<file path="config.mk">
export PLATFORM = sky130hd
export DESIGN_NAME = triple_accum
export DESIGN_NICKNAME = d
export VERILOG_FILES = /design/src/rtl/triple_accum.sv
export SDC_FILE = /design/constraint.sdc
export NUM_CORES = 1
export LEC_CHECK = 0
export ABC_AREA = 1
export BUFFER_PORTS_ARGS = -buffer_cell sky130_fd_sc_hd__buf_2
export CAP_MARGIN = 20
export CORE_MARGIN = 2
export CORE_UTILIZATION = 57
export CTS_CLUSTER_SIZE = 12
export DETAILED_ROUTE_END_ITERATION = 7
export GPL_TIMING_DRIVEN = 0
export PLACE_DENSITY_LB_ADDON = 0.12
export SLEW_MARGIN = 20
export SYNTH_ARGS = -nofsm -noshare
export SYNTH_HDL_FRONTEND = slang
export SYNTH_SLANG_ARGS = --single-unit
</file>
<file path="constraint.sdc">
create_clock -name clk -period 4.2 [get_ports clk]
set_input_delay 0.21 -clock clk [delete_from_list [all_inputs] [get_ports clk]]
set_output_delay 0.21 -clock clk [all_outputs]
set_load 0.03 [all_outputs]
</file>
<file path="src/rtl/triple_accum.sv">
// triple_accum: sums each group of NUM_SAMPLES accepted 6-bit triple results
// into one frame sum and presents it on a valid/ready output until taken.
// Two states: COLLECT accumulates samples, HOLD presents the finished sum.
module triple_accum #(
  parameter int DATA_W      = 6,
  parameter int NUM_SAMPLES = 4,
  localparam int SUM_W      = DATA_W + $clog2(NUM_SAMPLES),
  localparam int CNT_W      = $clog2(NUM_SAMPLES) + 1
) (
  input  logic              clk,
  input  logic              rst,
  input  logic              in_valid,
  output logic              in_ready,
  input  logic [DATA_W-1:0] in_data,
  output logic              out_valid,
  input  logic              out_ready,
  output logic [SUM_W-1:0]  out_sum,
  output logic [CNT_W-1:0]  out_count
);

  typedef enum logic {
    ST_COLLECT = 1'b0,
    ST_HOLD    = 1'b1
  } state_t;

  localparam logic [CNT_W-1:0] LAST_CNT = CNT_W'(NUM_SAMPLES - 1);

  state_t             state_q, state_d;
  logic [SUM_W-1:0]   acc_q, acc_d;
  logic [CNT_W-1:0]   cnt_q, cnt_d;
  logic [SUM_W-1:0]   sum_q, sum_d;
  logic               valid_q, valid_d;

  logic               in_accept;
  logic               out_accept;
  logic               last_sample;
  logic [SUM_W-1:0]   sample_ext;
  logic [SUM_W-1:0]   acc_plus;

  // Handshake decode; in_ready comes only from state so it never depends on out_ready.
  assign in_accept   = in_valid & in_ready;
  assign out_accept  = valid_q & out_ready;
  assign last_sample = (cnt_q == LAST_CNT);
  assign sample_ext  = {{(SUM_W - DATA_W){1'b0}}, in_data};
  assign acc_plus    = acc_q + sample_ext;

  // State and datapath registers; reset discards any partial or pending frame.
  always_ff @(posedge clk or posedge rst) begin
    if (rst) begin
      state_q <= ST_COLLECT;
      acc_q   <= '0;
      cnt_q   <= '0;
      sum_q   <= '0;
      valid_q <= 1'b0;
    end else begin
      state_q <= state_d;
      acc_q   <= acc_d;
      cnt_q   <= cnt_d;
      sum_q   <= sum_d;
      valid_q <= valid_d;
    end
  end

  // Next-state logic: leave COLLECT on the last sample, leave HOLD when the sink takes the sum.
  always_comb begin
    state_d = state_q;
    unique case (state_q)
      ST_COLLECT: if (in_accept && last_sample) state_d = ST_HOLD;
      ST_HOLD:    if (out_accept)               state_d = ST_COLLECT;
      default:                                  state_d = ST_COLLECT;
    endcase
  end

  // Datapath next values: accumulate accepted samples, publish and clear on frame end.
  always_comb begin
    acc_d   = acc_q;
    cnt_d   = cnt_q;
    sum_d   = sum_q;
    valid_d = valid_q;
    unique case (state_q)
      ST_COLLECT: begin
        if (in_accept) begin
          if (last_sample) begin
            sum_d   = acc_plus;
            valid_d = 1'b1;
            acc_d   = '0;
            cnt_d   = '0;
          end else begin
            acc_d = acc_plus;
            cnt_d = cnt_q + 1'b1;
          end
        end
      end
      ST_HOLD: begin
        // out_sum is deliberately kept after hand-off; only valid drops.
        if (out_accept) valid_d = 1'b0;
      end
      default: begin
        valid_d = 1'b0;
      end
    endcase
  end

  // Output decode: ready only while collecting, outputs straight from registers.
  always_comb begin
    in_ready  = (state_q == ST_COLLECT);
    out_valid = valid_q;
    out_sum   = sum_q;
    out_count = cnt_q;
  end

endmodule

</file>
# == After elaboration in Yosys (flattened, before gate mapping) ==
# Cells that the tools add are included.
# totals
regBits,21
input_bits,10
out_inout_bits,13
elab_cells,27
# op_classes
addsub,2
eq_ne,4
n_mux,9
n_bitwise,3
n_reduce_logical,4
# ops
op,n
8-bit by 6-bit adder with 8-bit output,1
8-bit two-way mux,1
2-bit by 1-bit inequality test with 1-bit output (second input constant),3
3-bit AND reduction,2
1-bit two-way mux,5
1-bit one-hot mux with 2 select lines,2
3-bit by 1-bit adder with 3-bit output (second input constant),1
3-bit by 2-bit == test with 1-bit output (second input constant),1
3-bit two-way mux,1
1-bit bitwise AND,2
2-bit AND reduction,1
1-bit logical AND,1
1-bit NOT,1

# == Depth between registers and ports, before layout ==
# Gate-level depths: netlist of run 1.
# depth
depth_word,5
depth_mapped,11
ltp_nobuf,11

# == Least setup slack after synthesis of run 1 ==
# OpenSTA, ideal clock, no wires.
# synth_path
kind,register to register
start,"register cnt_q[0], in the netlist out_count[0]"
end,"register sum_q[6], in the netlist out_sum[6]"
setup_time_ns,0.117
arrival_time_ns,1.407
required_time_ns,4.083
path_slack_ns,2.676
path_stages_with_launch,10
n_path_buf,1
synth_period_minus_slack_ns,1.524
cell_sequence,dfrtp_1 -> ha_1 -> inv_1 -> nor2_2 -> inv_1 -> nor2_4 -> inv_2 -> buf_6 -> nand2_1 -> nand2_1
# synth_between
elab_chain_len,2
# synth_lines
item,line,source
from (decl),30,"logic [CNT_W-1:0] cnt_q, cnt_d;"
from (signal assigned),58,cnt_q <= cnt_d;
3-bit by 2-bit == test with 1-bit output,43,assign last_sample = (cnt_q == LAST_CNT);
3-bit AND reduction (no line),-,
to (signal assigned),59,sum_q <= sum_d;
to (decl),31,"logic [SUM_W-1:0] sum_q, sum_d;"
# No other way between the ends.
# A chain may end at the register's enable or synchronous reset.

# == Final worst setup path of run 1 ==
# layout_path
start,register acc_q[0]
end,"register sum_q[6], in the netlist out_sum[6]"
# layout_between
elab_chain_len,1
# layout_lines
item,line,source
from (decl),29,"logic [SUM_W-1:0] acc_q, acc_d;"
from (signal assigned),51,acc_q <= '0;
from (signal assigned),57,acc_q <= acc_d;
8-bit by 6-bit adder with 8-bit output,45,assign acc_plus = acc_q + sample_ext;
# No other way between the ends.

==> metrics.csv, run 1 <==
stage,metric,value,unit
timing,RSZ-0062 raised after global routing,false,
critical_path,CP arrival,1.86,ns
global_route,All-Layer GR Usage,21.1,%
die,starting density of the core,59.6,%
run_status,status,finished clean,
cells_and_area,"Area growth, synth to finish",14.7,%
drt,Vias,958,
timing,Tmin final,1.66,ns
cells_and_area,Ant. Diodes,0,
critical_path,kind of critical path,register to register,
drt,total iterations of the first detailed-routing run,4,
timing,Least-Margin Pin Slew,0.761,ns
synthesis,syn_nets,159,
synthesis,"area leader, netlist",dfrtp_1,
cells_and_area,"commonest cells after routing, fill and taps aside","nand2_1, buf_2, dfrtp_1",
clock_tree,clock tree buffer depth,2,
die,IO Pins,23,
cells_and_area,fillers,184,
pwr,Peak VDD IR,0.479,mV
pwr,Power Total,1.01,mW
clock_tree,CTS tree,yes,
clock_tree,H-tree depth,1,
critical_path,"setup slack, reg-to-reg",2.54,ns
die,Rows,16,
global_route,total congestion overflow,0,
clock_tree,cts bufs inserted,3,
synthesis,"EDFF count, synth",0,
clock_tree,number of clock sinks,21,
global_route,largest net degree at the start of global routing,22,
die,Die X,49.1,um
timing,Setup TNS,0,ns
critical_path,nature of the critical path endpoint,register,
drt,Via density,4.94,
die,die area,2410,sq um
timing,fin crit share,39.5,%
clock_tree,post-CTS sizing,0,
drt,ANT nets after route,0,
synthesis,share of the synthesized area in the top cell type,45.4,%
clock_tree,clock slew at reported path FFs,0.11,ns
clock_tree,hold_buf cts,0,
pwr,pwr dens,758,nW/um^2
timing,Final Setup Violations,0,
critical_path,CP Launch Type,register,
clock_tree,CTS root buffer,clkbuf_4,
cells_and_area,"most common cell after layout, fill and taps aside",nand2_1,
synthesis,Synth Register Bits,21,
global_route,antenna violations before repair,0,
timing,Rel. slew slack,49.2,%
synthesis,Area contributors post-synth,"dfrtp_1, nand2_1, ha_1",
run,maxcap violations,0,
min_path,worst hold path type,input port to async pin,
drt,WL per Instance,11.2,um
synthesis,mapped cell area,1160,sq um
cells_and_area,"Core Util, Final",68.4,%
global_route,first-pass GRT wire length,3900,um
die,core area,1940,sq um
clock_tree,# Post-CTS Setup Buffers,0,
timing,Slew Limit Fails,0,
place,DPL Wire Length,1730,um
critical_path,Critical Path Fanout Max,2,
cells_and_area,Layout Nets,186,
place,IO Port Bufs,22,
drt,DR iter-0 viols,13,
synthesis,"Async S/R FF share, synth",100,%
timing,Final Skew,0.00292,ns
critical_path,WP data required,4.40,ns
timing,FMAX,603,MHz
place,RePlAce Congestion,0.843,
die,Die Y,49.1,um
global_route,vias in the first global route,891,
synthesis,mean post-synth cell area,8.21,sq um
synthesis,Yosys cell types,23,
timing,final hold vios,0,
synthesis,YS warnings,0,
pwr,Leakage,0.774,nW
drt,drc violations,0,
synthesis,Post-synth top flop,dfrtp_1,
synthesis,register area share after synthesis,45.4,%
synthesis,cell count after synthesis,141,
drt,total length of routed wires,2180,um
cells_and_area,share of post-route cells with drive strength above 1,21.6,%
clock_tree,worst skew pair latency,0.30,ns
worst paths after layout:
check	startpoint	end	cells past startpoint
worst min register to register	out_sum[7]	out_sum[7]	2
max in group asynchronous	rst	acc_q[7]	2
worst max-delay path	acc_q[0]	out_sum[6]	11
worst max register to register	acc_q[0]	out_sum[6]	11
worst min-delay path	rst	out_sum[1]	2
min in group clk	out_ready	state_q	4
layout make-up:
type / count / area, sq um / share of cell area, %
Multi-Input combinational cell: 99 / 544 / 41.0
Sequential cell: 21 / 526 / 39.6
Clock buffer: 4 / 26.3 / 1.98
Tap cell: 27 / 33.8 / 2.54
Buffer: 2 / 16.3 / 1.23
Timing Repair Buffer: 22 / 110 / 8.29
Inverter: 19 / 71.3 / 5.37
power breakdown:
group | total, mW | internal, mW | switching (mW)
logic | 0.563 | 0.201 | 0.362
clock network | 0.0959 | 0.0370 | 0.0588
registers | 0.347 | 0.292 | 0.0550
metal layers:
layer | up-vias | share of wire (%) | global-route usage [%]
li1 | 500 | - | -
met5 | - | 0 | 0
met1 | 431 | 48 | 29.5
met4 | 0 | 0.96 | 8.10
met2 | 24 | 47 | 33.1
met3 | 3 | 3.9 | 3.07
synthesized netlist by cell type (3+ instances only):
cell / instances
ha_1: 7
o21ai_0: 4
nand2_1: 51
nor2_1: 3
dfrtp_1: 21
nand3_1: 15
inv_1: 18
registers in the layout, summed over array words and instances, names as in the netlist:
register and count:
out_valid 1, out_sum 8, acc_q 8, state_q 1, out_count 3
per-stage QoR:
stage	cell area [sq um]	std cells	hold WS [ns]	setup WS, ns
after detailed placement	1300	190	0.392	2.58
final	1330	194	0.0266	2.54
after global routing	1330	194	0.108	2.38
after floorplan	1160	141	0.187	2.68
after CTS	1330	194	0.0556	2.56
after global placement	1300	190	0.377	2.61
logic make-up (layout without fill, tap and decap cells):
logic type / after synthesis / in the layout / synth area share [%]
and+or+nand+nor: 79 / 79 / 30.7
AOI/OAI and AO/OA: 11 / 11 / 6.27
buffers and inverters: 21 / 47 / 7.57
adders and majority gates: 8 / 8 / 9.30
DFF: 21 / 21 / 45.4
xor gates and xnor gates: 1 / 1 / 0.757
critical path, stage by stage, from the launching register on:
cell and delay, ns:
dfrtp_1 0.37, ha_1 0.16, inv_1 0.06, fa_1 0.39, inv_1 0.07, nand2_1 0.04, nand2_1 0.09, nand3b_1 0.11
nand2_1 0.07, nand2_1 0.06, nand3_1 0.09, nand2_1 0.05
Note: power is estimated with default switching activity, not from simulation.
==> run 2, diff against run 1 <==
ABC_AREA = 0   (was 1)
CORE_UTILIZATION = 47   (was 57)
clock period = 1.5 ns   (was 4.2 ns; I/O delays follow)
==> metrics.csv, run 2 <==
stage,metric,value,unit,change
run_status,status,"finished, violations left",,
run_status,failing checks,negative setup slack,,
drt,Via density,5.23,,+6.0%
timing,final hold vios,0,,unchanged
cells_and_area,Layout Nets,167,,-10%
timing,Least-Margin Pin Slew,0.794,ns,+0.0325 ns
synthesis,Post-synth top flop,dfrtp_1,,
timing,fin worst setup slack,-0.251,ns,-2.79 ns
synthesis,Yosys cell types,32,,+39%
critical_path,Critical Path Fanout Max,4,,+2
synthesis,YS warnings,0,,unchanged
pwr,Peak VDD IR,1.29,mV,+170%
clock_tree,clock slew at reported path FFs,0.13,ns,+0.02 ns
cells_and_area,"Core Util, Final",68.9,%,+0.53 points
die,starting density of the core,49.5,%,-10 points
synthesis,syn_nets,128,,-19%
clock_tree,CTS tree,yes,,
timing,RSZ-0062 raised after global routing,true,,
place,post-placement cell area,1290,sq um,-1.2%
die,Die Y,52.3,um,+6.5%
timing,Fin Hold WS,0.0200,ns,-0.00661 ns
die,die area,2730,sq um,+13%
clock_tree,H-tree depth,1,,unchanged
drt,ANT nets after route,0,,unchanged
timing,Tmin final,1.75,ns,+0.0922 ns
synthesis,mapped cell area,1090,sq um,-5.4%
critical_path,kind of critical path,register to register,,
timing,FMAX,571,MHz,-5.3%
cells_and_area,Final Instance Count excl. Fillers,176,,-9.3%
synthesis,Synth Register Bits,21,,unchanged
cells_and_area,"Area growth, synth to finish",39.2,%,
cells_and_area,Ant. Diodes,0,,unchanged
drt,total length of routed wires,2510,um,+15%
synthesis,share of the synthesized area in the top cell type,48.0,%,+2.6 points
timing,Rel. slew slack,47.0,%,-2.2 points
die,core area,2210,sq um,+14%
drt,WL per Instance,14.3,um,+27%
synthesis,"area leader, netlist",dfrtp_1,,
timing,Final Setup Violations,10,,+10
synthesis,top post-synthesis cells by count,"nand2_1, dfrtp_1",,
cells_and_area,fillers,170,,-7.6%
critical_path,WP data required,1.73,ns,-2.67 ns
pwr,Leakage,0.735,nW,-5.0%
clock_tree,clock tree buffer depth,2,,unchanged
die,Rows,17,,+1
die,Die X,52.3,um,+6.5%
timing,Final Skew,0.00185,ns,-0.00107 ns
global_route,All-Layer GR Usage,19.6,%,-1.5 points
critical_path,CP Launch Type,register,,
timing,Setup TNS,-1.87,ns,-1.87 ns
min_path,worst hold path type,input port to register,,
timing,fin crit share,117,%,+77 points
place,placed cell count,160,,-16%
die,IO Pins,23,,unchanged
critical_path,nature of the critical path endpoint,register,,
synthesis,"Async S/R FF share, synth",100,%,unchanged
place,RePlAce Congestion,0.789,,-6.5%
clock_tree,worst skew pair latency,0.31,ns,about the same
drt,Vias,921,,-3.9%
synthesis,register area share after synthesis,48.0,%,+2.6 points
global_route,antenna violations before repair,0,,unchanged
global_route,largest net degree at the start of global routing,22,,unchanged
cells_and_area,share of post-route cells with drive strength above 1,44.6,%,+23 points
cells_and_area,Reg area,526,sq um,unchanged
synthesis,top-count cell post-synth,nand2_1,,
critical_path,"setup slack, reg-to-reg",-0.25,ns,-2.79 ns
drt,total iterations of the first detailed-routing run,4,,unchanged
critical_path,CP arrival,1.98,ns,+0.12 ns
clock_tree,number of clock sinks,21,,unchanged
cells_and_area,Multi-input gate area,676,sq um,+24%
synthesis,mean post-synth cell area,9.95,sq um,+21%
drt,drc violations,0,,unchanged
clock_tree,cts bufs inserted,3,,unchanged
global_route,vias in the first global route,871,,-2.2%
timing,Slew Limit Fails,0,,unchanged
pwr,pwr dens,2290,nW/um^2,+200%
place,DPL Wire Length,1630,um,-5.7%
cells_and_area,Post-Layout Inst Area,1520,sq um,+15%
cells_and_area,"most common cell after layout, fill and taps aside",nand2_1,,
drt,DR iter-0 viols,22,,+9
synthesis,"EDFF count, synth",0,,unchanged
clock_tree,CTS root buffer,clkbuf_4,,
global_route,total congestion overflow,0,,unchanged
run,maxcap violations,0,,unchanged
global_route,first-pass GRT wire length,3880,um,-0.54%
synthesis,cell count after synthesis,110,,-22%
cells_and_area,"commonest cells after routing, fill and taps aside","nand2_1, buf_2, dfrtp_1",,
place,IO Port Bufs,22,,unchanged
synthesis,Area contributors post-synth,"dfrtp_1, nand2_1, ha_1",,
==> run 2: worst max-delay path, stage by stage, from the launching register on <==
cell     delay (ns)
dfrtp_1        0.41
ha_4           0.15
inv_2          0.03
fa_2           0.33
nor2b_2        0.14
o31a_1         0.19
o21ai_4        0.09
and3_4         0.16
o31ai_2        0.16
==> run 2: repair_timing <==
action	CTS	global route
buffers inserted	9	2
pin swaps	15	13
hold endpoints to repair	21	0
hold buffers	1	0
gates resized for setup	10	16
endpoints found under the setup margin	13	16
==> run 2: path summary, 6_finish.rpt <==
kind,cells after the start,end,from
max in group asynchronous,3,acc_q[4],rst
min in group asynchronous,3,out_sum[0],rst
min reg2reg,2,out_sum[5],out_sum[5]
max,8,out_sum[6],acc_q[0]
min,4,state_q,out_ready
max reg2reg,8,out_sum[6],acc_q[0]
==> run 2: power by group <==
part	leakage (nW)	internal, mW	switching (mW)	total [mW]
clock network	0.0177	0.0995	0.186	0.286
registers	0.263	0.828	0.191	1.02
logic	0.455	0.963	1.22	2.18
total	0.735	1.89	1.59	3.49
==> run 2: cell type report <==
type	count	area share [%]
buffer	2	1.07
clock buffer	3	1.48
clock inverter	1	0.328
inverter	9	2.22
multi-input combinational	78	44.3
sequential	21	34.5
tap	28	2.30
timing repair buffer	34	13.8
==> run 2: per-layer routing <==
layer	part of all wire [%]	GRT usage, %
met5	0	0
met4	1.2	6.41
met3	3.1	2.86
met2	48	31.6
met1	48	27.1
==> run 2: cell families after synthesis <==
family	Yosys count	synth area share, %
adder cells (fa/ha/maj)	8	9.83
flip-flops	21	48.0
AND/OR/NAND/NOR	32	12.3
AO/OA/AOI/OAI	34	22.7
buffers and inverters	11	3.88
XOR/XNOR	4	3.20
==> run 2: through the flow <==
stage	setup slack (ns)	total power, mW
finish	-0.251	3.49
CTS	-0.224	3.28
global route	-0.326	3.72
detailed placement	-0.366	2.73
floorplan	-0.236	2.33
global placement	-0.327	2.68
